[src/rtl/axis_rr_arbiter.sv]
// Round-robin AXI-Stream arbiter: N_SRC sources share one output stream through
// a one-entry output register, with the winning source index tagged on m_tid.
module axis_rr_arbiter #(
    parameter int N_SRC    = 4,
    parameter int DATA_W   = 16,
    parameter int PKT_MODE = 1,
    parameter int ID_W     = $clog2(N_SRC)
) (
    input  logic                    aclk,
    input  logic                    aresetn,
    input  logic [N_SRC-1:0]        s_tvalid,
    output logic [N_SRC-1:0]        s_tready,
    input  logic [N_SRC*DATA_W-1:0] s_tdata,
    input  logic [N_SRC-1:0]        s_tlast,
    output logic                    m_tvalid,
    input  logic                    m_tready,
    output logic [DATA_W-1:0]       m_tdata,
    output logic                    m_tlast,
    output logic [ID_W-1:0]         m_tid,
    output logic                    busy
);

    typedef enum logic {IDLE = 1'b0, GRANT = 1'b1} state_e;

    state_e            state_q, state_d;
    logic [ID_W-1:0]   gnt_q, gnt_d;
    logic [ID_W-1:0]   last_gnt_q, last_gnt_d;
    logic [ID_W-1:0]   pick, scan_idx;
    logic              pick_vld;
    logic              mv_q, mv_d;
    logic              ml_q, ml_d;
    logic [DATA_W-1:0] md_q, md_d;
    logic [ID_W-1:0]   mid_q, mid_d;
    logic              load_en, accept, release_gnt;
    logic [DATA_W-1:0] src_data [N_SRC];

    for (genvar i = 0; i < N_SRC; i++) begin : g_unpack
        assign src_data[i] = s_tdata[i*DATA_W +: DATA_W];
    end

    // Scan from the farthest candidate back toward last_gnt+1 so the nearest
    // requester is written last and wins.
    always_comb begin
        pick     = '0;
        pick_vld = 1'b0;
        scan_idx = '0;
        for (int k = N_SRC; k >= 1; k--) begin
            scan_idx = ID_W'((int'(last_gnt_q) + k) % N_SRC);
            if (s_tvalid[scan_idx]) begin
                pick     = scan_idx;
                pick_vld = 1'b1;
            end
        end
    end

    assign load_en     = !mv_q || m_tready;
    assign accept      = (state_q == GRANT) && load_en && s_tvalid[gnt_q];
    assign release_gnt = accept && ((PKT_MODE == 0) || s_tlast[gnt_q]);

    always_comb begin
        state_d    = state_q;
        gnt_d      = gnt_q;
        last_gnt_d = last_gnt_q;
        case (state_q)
            IDLE: begin
                if (pick_vld) begin
                    gnt_d   = pick;
                    state_d = GRANT;
                end
            end
            GRANT: begin
                if (release_gnt) begin
                    state_d    = IDLE;
                    last_gnt_d = gnt_q;
                end
            end
            default: state_d = IDLE;
        endcase
    end

    // Output register drains on its own, even after the FSM has returned to IDLE.
    always_comb begin
        mv_d  = mv_q;
        md_d  = md_q;
        ml_d  = ml_q;
        mid_d = mid_q;
        if (accept) begin
            mv_d  = 1'b1;
            md_d  = src_data[gnt_q];
            ml_d  = s_tlast[gnt_q];
            mid_d = gnt_q;
        end else if (load_en) begin
            mv_d = 1'b0;
        end
    end

    always_comb begin
        s_tready = '0;
        if (state_q == GRANT) s_tready[gnt_q] = load_en;
    end

    always_ff @(posedge aclk or negedge aresetn) begin
        if (!aresetn) begin
            state_q    <= IDLE;
            gnt_q      <= '0;
            last_gnt_q <= ID_W'(N_SRC - 1);
            mv_q       <= 1'b0;
            md_q       <= '0;
            ml_q       <= 1'b0;
            mid_q      <= '0;
        end else begin
            state_q    <= state_d;
            gnt_q      <= gnt_d;
            last_gnt_q <= last_gnt_d;
            mv_q       <= mv_d;
            md_q       <= md_d;
            ml_q       <= ml_d;
            mid_q      <= mid_d;
        end
    end

    assign m_tvalid = mv_q;
    assign m_tdata  = md_q;
    assign m_tlast  = ml_q;
    assign m_tid    = mid_q;
    assign busy     = (state_q == GRANT);

endmodule

[config.mk]
export PLATFORM = sky130hd
export DESIGN_NAME = axis_rr_arbiter
export DESIGN_NICKNAME = d
export VERILOG_FILES = /design/src/rtl/axis_rr_arbiter.sv
export SDC_FILE = /design/constraint.sdc
export NUM_CORES = 1
export LEC_CHECK = 0
export ABC_CLOCK_PERIOD_IN_PS = 2700
export CORE_ASPECT_RATIO = 0.8
export CORE_MARGIN = 1.5
export CORE_UTILIZATION = 39
export CTS_CLUSTER_SIZE = 12
export DETAILED_ROUTE_END_ITERATION = 16
export GPL_TIMING_DRIVEN = 0
export PLACE_DENSITY = 0.86
export SYNTH_ARGS = -nofsm -noshare
export SYNTH_HDL_FRONTEND = slang
export SYNTH_SLANG_ARGS = --single-unit
[constraint.sdc]
create_clock -name aclk -period 2.7 [get_ports aclk]
set_input_delay 0.27 -clock aclk [delete_from_list [all_inputs] [get_ports aclk]]
set_output_delay 0.27 -clock aclk [all_outputs]
set_load 0.03 [all_outputs]
==> run summary <==
WL final: 4760 um
Post-CTS sizing: 0
Placed Instances: 258
NumNets Final: 282
Vias per cell: 5.10
DP Wirelength: 3820 um
IO Count: 100
CTS max path bufs: 2
Critical path launch point type: flip-flop
Worst-margin pin slew: 1.12 ns
Final Skew: 0.00180 ns
EDFF count, synth: 0
Status: finished clean
DR WL/cell: 18.3 um
Hold Buf Count CTS: 0
Setup TNS: 0 ns
Register clock-pin slew on the reported worst setup and hold paths: 0.09 ns
Maximum ir drop on the vdd rail: 0.000645 V
Final setup vio count: 0
Fillers: 282
# DRC: 0
Clk_lat worst skew: 0.27 ns
Layout cells sized above 1: 23.3%
Postcts setup bufs: 0
Synth Area per Inst: 14.9 um2
GP Congestion: 0.797
Arrival @ worst endpoint: 2.09 ns
CP Capture Type: output pin
Dpl ws: 0.436 ns
Power per Cell Area: 1120 nW/um2
Static Leakage: 1.08 nW
Global-route wire length before repair: 7190 um
Initial antenna violation count: 0
Root cell of the clock tree: clkbuf_8
Peak fanout along the critical path: 13
Post-synthesis sequential area ratio: 40.5%
Final Cycle Share: 87.4%
Die W: 73.5 um
Max-slew violations: 0
Mapped Area: 1550 um2
Layout area overhead: 71.3%
Initial DRC count: 71
#FFs+latches synth: 25
Max cap viols: 0
Async set or reset register ratio after synthesis: 100%
Min cycle time layout: 2.36 ns
H-tree Lvls: 1
Setup ws final: 0.341 ns
Hold crit path type: flip-flop to flip-flop
WS Path Type: flip-flop to output pin
Yosys warning total: 0
Hold violation count in the final report: 0
Core region area: 3800 um2
Pre-antenna DRT Iters: 4
Design area: 2660 um2
TritonCTS Sinks: 25
RSZ-0062 raised after global routing: no
Non-Filler Instances: 261
Synth cell types: 26
Via count: 1,332
Mapped Cells: 104
Post-Synthesis Net Count: 179
GRT Overall Usage: 22.5%
Number of global-route vias before repair: 1,416
Die area: 4360 um2
Number of port buffers: 99
Area after DPL: 2610 um2
FP Rows: 20
Max Freq: 424 MHz
Synth Flop Type: dfrtp_1
CTS tree: built
Largest net degree at the start of global routing: 26
Final ANT Viol Nets: 0
Number of diodes: 0
Grt total ovfl: 0
Total CTS buffers: 3
Die Ht: 59.4 um
Normalized max-slew margin: 25.3%
Initial Util: 40.8%
Worst EP required: 2.43 ns
-- state kept, by name, indices dropped and copies added (netlist names) --
signal and count:
m_tdata 16, gnt_q 2, m_tid 2, last_gnt_q 2, busy 1, m_tlast 1
m_tvalid 1
-- cell usage after synthesis, types with 2 or more instances --
cell type / count / area share (%)
inv_1: 2 / 0.48
nor2_1: 4 / 0.97
mux2i_1: 2 / 1.3
mux2_2: 3 / 2.2
dfstp_2: 2 / 3.4
buf_2: 2 / 0.65
o21ai_0: 4 / 1.3
buf_6: 2 / 1.5
dfrtp_1: 23 / 37
nand2b_1: 4 / 1.6
nand2_1: 7 / 1.7
a21oi_1: 3 / 0.97
mux2_4: 15 / 15
mux4_2: 18 / 26
nor3_1: 2 / 0.65
-- worst paths after layout --
kind | startpoint | cells past startpoint | slack, ns | endpoint
min in group asynchronous | aresetn | 1 | 0.59 | m_tdata[7]
setup reg to reg | gnt_q[1] | 3 | 0.66 | m_tdata[13]
setup / recovery | gnt_q[1] | 3 | 0.34 | s_tready[2]
hold reg to reg | m_tlast | 2 | 0.51 | m_tlast
hold / removal | m_tlast | 2 | 0.51 | m_tlast
max in group asynchronous | aresetn | 1 | 1.45 | m_tdata[4]
-- metrics by stage --
step	hold WS [ns]	power, W	util (%)
2_1_floorplan	-0.0256	0.00206	-
3_3_place_gp	0.465	0.00268	68.6
3_5_place_dp	0.478	0.00275	68.6
4_1_cts	0.516	0.00299	69.9
5_1_grt	0.524	0.00313	69.8
6_report	0.510	0.00297	69.8
-- layout make-up --
cell class / instances / area [um2] / share of cell area (%)
timing repair buffer: 99 / 991 / 37.3
inverter: 2 / 7.51 / 0.283
buffer: 6 / 56.3 / 2.12
tap: 55 / 68.8 / 2.59
sequential: 25 / 628 / 23.7
multi-input combinational: 70 / 855 / 32.2
clock inverter: 1 / 7.51 / 0.283
clock buffer: 3 / 41.3 / 1.56
-- metal layers --
| layer | vias to the layer above | share of wire [%] | global-route usage, % |
|---|---|---|---|
| met5 | - | 0 | 0 |
| met4 | 0 | 0.65 | 5.29 |
| met3 | 4 | 3.8 | 4.42 |
| met2 | 46 | 57 | 41.4 |
| met1 | 674 | 38 | 27.2 |
| li1 | 608 | - | - |
-- power breakdown --
group / switching (W) / internal [W] / leakage [nW]
sequential: 0.000169 / 0.000583 / 0.292
clock: 0.000129 / 0.000105 / 0.0217
combinational: 0.000908 / 0.00108 / 0.767
total: 0.00121 / 0.00177 / 1.08
-- placed cells by master (no fill, tap or decap) --
cell type	instances
clkinvlp_4	1
clkdlybuf4s50_1	99
a31oi_1	1
o221ai_1	1
buf_2	2
mux4_2	18
nor3_1	2
nor2b_1	1
nand4_1	1
inv_1	2
nor2_1	4
mux2i_1	2
nand3_1	1
o21ai_0	4
dfrtp_1	23
clkbuf_1	1
mux2_2	3
nand2_1	7
a211o_1	1
nand2b_1	4
clkbuf_8	3
nand3_2	1
buf_6	2
dfstp_2	2
mux2_4	15
a21o_1	1
buf_12	1
a21oi_1	3
-- worst max-delay path, cell delays in order, from the launching register on --
cell and delay, ns:
dfrtp_1 0.71, inv_1 0.21, nor3_1 0.21, clkdlybuf4s50_1 0.69
-- cell families after synthesis --
logic type             share of synthesized area [%]
multiplexers                                    44.1
AND/OR/NAND/NOR                                 6.70
AO/OA/AOI/OAI                                   4.28
buffers and inverters                           4.36
flip-flops                                      40.5
No activity file was read; power rests on OpenSTA's default activity.
==> variant 1: new RTL, config.mk and constraints unchanged <==
`PKT_MODE`: 1 -> 0.
--- a/src/rtl/axis_rr_arbiter.sv
+++ b/src/rtl/axis_rr_arbiter.sv
@@ -3,7 +3,7 @@
 module axis_rr_arbiter #(
     parameter int N_SRC    = 4,
     parameter int DATA_W   = 16,
-    parameter int PKT_MODE = 1,
+    parameter int PKT_MODE = 0,
     parameter int ID_W     = $clog2(N_SRC)
 ) (
     input  logic                    aclk,
Function: changed (Yosys sat finds a counterexample within 4 cycles, from zero or initial values and one cycle with aresetn low).
==> variant 1 against the unedited design <==
Sequential power shrank 8.1%. Cell area is the same. Area after synthesis grew 0.24%. Routed wire length shrank 11%. Non-clock buffer count grew 2. Clock power shrank 5%. Final cell count grew 1.1%. Via count grew 2.3%. Sequential cell count is the same. Setup slack gained 70 ps. Total power shrank 6.2%.
==> variant 1: results (changes against the unedited design) <==
Fraction of final layout cells with drive strength greater than 1: 24.9% (+1.6 points). Clock slew at the register clock pins of the worst setup and hold paths: 90 ps (about the same). In this run the worst setup path begins at busy. Post-detailed-placement half-perimeter wirelength: 3.41 mm (-11%). By count the netlist is led by dfrtp_1 (23), mux2_2 (21), mux4_2 (17).

The capture point of the worst reg-to-reg path is m_tdata[9]. The cell count of the worst hold path came out at 1 (-1). The run gives 1.03 nW (-4.6%) as the leakage power.

The global-route wire length before repair is 6.98 mm (-3.0%), and the maximum fanout encountered on the critical timing path is 10 (-3). The routed metal-1 wire length was 1.71 mm (-6.1%); the final net count was 285 (+1.1%). The largest net degree at the start of global routing is 26 (unchanged), and the number of buffers inserted during clock tree synthesis is 3 (unchanged). The run gives 23.3% (-2.0 points) as the headroom to the max-slew limit. The tools report the instance area after placement as 2610 µm² (+0.14%).

The violation count after the first detailed-routing iteration was 35 (-51%); the clock latency reported for the late side of the worst-skew pair was 270 ps (about the same). For the post-synthesis cell type count, the log shows 31 (+19%). The antenna diode count was 0 (unchanged). The startpoint of the most critical hold path was m_tdata[6]. The detailed-routed wire length on met3 is 225 µm (+25%). Initial antenna violation count: 0 (unchanged). Largest clock skew in the final design: 4.46 ps (+2.66 ps). The net count after synthesis is 182 (+1.7%), and the worst reg-to-reg setup slack is 770 ps (+110 ps). The tools report the total net switching power as 1.11 mW (-7.9%).

The total of fill cells in the finished design was 292 (+3.5%). The beginning of the worst register-to-register path was gnt_q[1]. Last weighted congestion value of the routability-driven placer: 0.861 (+8.0%). The routed via count divided by cell count was 5.16 (+1.2%). For the final routed wirelength across all metal layers, the log shows 4.26 mm (-11%). The peak ir drop on the vdd network is 0.000637 V (-1.3%). For the via count of the first global-routing pass, the log shows 1474 (+4.1%). Share of the yosys chip area belonging to registers: 40.4% (-0.098 points). The path with the worst hold slack has its endpoint at m_tdata[6]. The flow ran to the end, and the final reports show no timing, DRC or antenna violations.

For the worst-case clock buffer depth, the log shows 2 (unchanged). The run gives 2020 ps (-70 ps) as the critical path data arrival time. The wire length on met2 came out at 2.29 mm (-16%).

After synthesis, the cell types taking the most area are dfrtp_1 (37%), mux4_2 (25%), mux2_2 (15%). The number of cells traversed by the worst register-to-register path is 4 (+1), and the flip-flop count of the largest register after layout is 16 (unchanged). The run gives 21.2% (-1.3 points) as the total routing resource utilization after global routing.
-- variant 1: changes by cell type in the layout (fill, tap and decap cells not counted), sizes merged, moves of 3 or more --
| cell | unedited run | this run |
|---|---|---|
| mux2 | 18 | 21 |
| a21oi | 3 | 0 |
| o21ai | 4 | 1 |
| nand2 | 7 | 3 |
-- variant 1: how the worst max path moves through the flow --
stage / to / slack, ps
final: s_tready[0] / 410
after global routing: s_tready[0] / 230
after CTS: s_tready[2] / 200
after detailed placement: s_tready[0] / 430
after global placement: s_tready[0] / 520
after floorplan: s_tready[0] / 840
-- variant 1: repair_timing --
action / CTS / global route
hold endpoints to repair: 0 / 0
setup buffers: 0 / 0
endpoints found under the setup margin: 0 / 1
resized for setup: 0 / 0
hold buffers: 0 / 0
-- variant 1: power by group through the flow --
stage | Sequential (mW) | Clock, mW | Combinational, mW
2_1_floorplan | 0.995 | 0 | 0.941
3_3_place_gp | 0.680 | 0 | 1.86
3_5_place_dp | 0.695 | 0 | 1.89
4_1_cts | 0.689 | 0.231 | 1.90
5_1_grt | 0.713 | 0.251 | 1.99
6_report | 0.691 | 0.223 | 1.87
-- variant 1: logic make-up after synthesis --
kind of cell    after synthesis  synth area share, %
buf+inv                      12                 4.75
mux                          40                 42.2
flops                        25                 40.4
compound gates               13                 6.93
simple gates                 17                 5.72
-- variant 1: area by class of cell --
class                           instances  area [µm²]  share of cell area (%)
Timing Repair Buffer                   99         991                    37.3
Multi-Input combinational cell         70         852                    32.1
Sequential cell                        25         628                    23.7
Tap cell                               55        68.8                    2.59
Buffer                                  8        58.8                    2.21
Clock buffer                            4        45.0                    1.70
Inverter                                3        11.3                   0.424
-- variant 1: layer usage --
metal,track usage [%],vias to the layer above
met5,0,-
met4,3.97,0
met3,3.57,2
met2,38.1,62
met1,27.3,673
li1,-,626
-- variant 1: worst max-delay path: stages (launching register included) --
cell	delay [ps]
dfrtp_1	380
clkbuf_1	360
nand2_1	140
nor3_1	170
clkdlybuf4s50_1	700
-- variant 1: stage by stage --
stage | std cells | setup WS, ps | power (mW) | hold slack [ps] | util (%)
floorplan | 107 | 844 | 1.94 | -25.6 | -
global placement | 261 | 521 | 2.54 | 488 | 68.7
detailed placement | 261 | 433 | 2.59 | 497 | 68.7
CTS | 265 | 197 | 2.82 | 517 | 69.9
global route | 264 | 232 | 2.96 | 536 | 69.8
finish | 264 | 412 | 2.79 | 513 | 69.8
==> variant 2: new RTL, config.mk and constraints unchanged <==
Made on the original files. Make the reset (`aresetn`) synchronous in one clocked block.
--- a/src/rtl/axis_rr_arbiter.sv
+++ b/src/rtl/axis_rr_arbiter.sv
@@ -99,7 +99,7 @@
         if (state_q == GRANT) s_tready[gnt_q] = load_en;
     end
 
-    always_ff @(posedge aclk or negedge aresetn) begin
+    always_ff @(posedge aclk) begin
         if (!aresetn) begin
             state_q    <= IDLE;
             gnt_q      <= '0;
Formal check against the unedited RTL: differs if aresetn is asserted again (counterexample within 4 cycles, from zero or initial values and one cycle with aresetn low); with aresetn held inactive, the same outputs for 10 cycles.
==> variant 2 against the unedited design <==
Routed wire length is 7.7% lower. Final cell count is 18% higher. Setup slack worse by 96 ps. Area after synthesis is 2.5% higher. Synthesized cell count is 43% higher. Sequential share of layout area is 5.1 points lower. Critical path type unchanged. Largest cell class unchanged. Critical endpoint is now s_tready[1]. Cell area is 1.5% higher. Sequential cell count stayed put. Count of clock-buffer cells in the layout stayed put.
Power is not compared: it rests on default switching activity, and its combinational part moved more than twofold at a synthesized area within 25%.
==> variant 2: results (changes against the unedited design) <==
For the final routed wirelength across all metal layers, the log shows 4.40 mm (-7.7%). Largest net degree at the start of global routing: 15 (-42%). The maximum fanout encountered on the critical timing path was 10 (-3); the global-route track usage on met3 was 5.73% (+1.3 points).

The run finished with clean final reports. Wire length on met2: 2.18 mm (-20%). The multiplexer fraction of the synthesized cell area was 28.7% (-15 points).

The number of cells after detailed placement is 303 (+17%), and the last weighted congestion value of the routability-driven placer is 0.833 (+4.4%). The headroom to the max-slew limit was 59.6% (+34 points). The tools report the final instance count without filler cells as 307 (+18%). The critical-path cell with the highest stage delay was clkdlybuf4s50_1. The run gives 31.5% (-9.0 points) as the share of the yosys chip area belonging to registers.

The share of the synthesized area in compound gates (AO/OA/AOI/OAI) works out to 17.2% (+13 points). The critical path data arrival time is 2180 ps (+90 ps), and the routed via count divided by cell count is 5.14 (+0.72%). The tools report the net count after synthesis as 224 (+25%).

The worst register-to-register path ends at m_tdata[11]. Final net count: 328 (+16%). The proportion of synthesized flip-flops having asynchronous set or reset is 0% (-100 points), and the post-synthesis cell type count is 33 (+27%).

The via count of the first global-routing pass was 1551 (+9.5%). The routed metal-1 wire length is 1.84 mm (+0.82%), and the detailed-routed wire length on met3 is 344 µm (+91%). Timing endpoint of the critical path: s_tready[1]. Fraction of final layout cells with drive strength greater than 1: 20.6% (-2.7 points). The average size of a mapped cell works out to 10.7 µm² (-28%).

Ranked by total cell area, the synthesized netlist is headed by dfxtp_1 (31%), mux4_2 (26%), nand2_1 (7.3%). The total of fill cells in the finished design is 325 (+15%), and the largest clock skew in the final design is 5.84 ps (+4.04 ps). The tools report the violation count after the first detailed-routing iteration as 74 (+4.2%).

The post-detailed-placement half-perimeter wirelength came out at 3.53 mm (-7.5%). The number of cells traversed by the worst register-to-register path is 5 (+2), and the number of warnings printed during yosys synthesis is 0 (unchanged). The total routing resource utilization after global routing came out at 20.0% (-2.6 points). Sorting the synthesized cells by how often they occur yields nand2_1 (31), dfxtp_1 (25), mux4_2 (18).

The tools report the startpoint of the most critical hold path as m_tid[1]. The met2 global-route usage was 34.6% (-6.9 points). For this run, the leading register cell type out of synthesis is dfxtp_1.
-- variant 2: area by class of cell --
type	instances	area (µm²)	area share (%)
sequential	25	500	18.6
multi-input combinational	109	991	36.8
timing repair buffer	99	991	36.8
buffer	12	86.3	3.20
clock inverter	1	5.00	0.186
inverter	3	11.3	0.418
clock buffer	3	41.3	1.53
tap	55	68.8	2.55
-- variant 2: worst min-delay path, stage by stage (launching register included) --
cell	delay, ps
dfxtp_1	320
nand2_1	50
a21boi_1	50
-- variant 2: cell families (layout without fill, tap and decap cells) --
logic type,Yosys count,in the layout
AND/OR/NAND/NOR,53,53
AO/OA/AOI/OAI,33,33
multiplexers,23,23
flip-flops,25,25
buffers and inverters,15,118
-- variant 2: stage by stage --
| step | hold WS (ps) | instance area [µm²] | setup slack, ps |
|---|---|---|---|
| final | 457 | 2700 | 245 |
| after detailed placement | 446 | 2650 | 373 |
| after global placement | 441 | 2650 | 397 |
| after floorplan | 408 | 1590 | 746 |
| after global routing | 473 | 2700 | 34.2 |
| after CTS | 458 | 2700 | 249 |
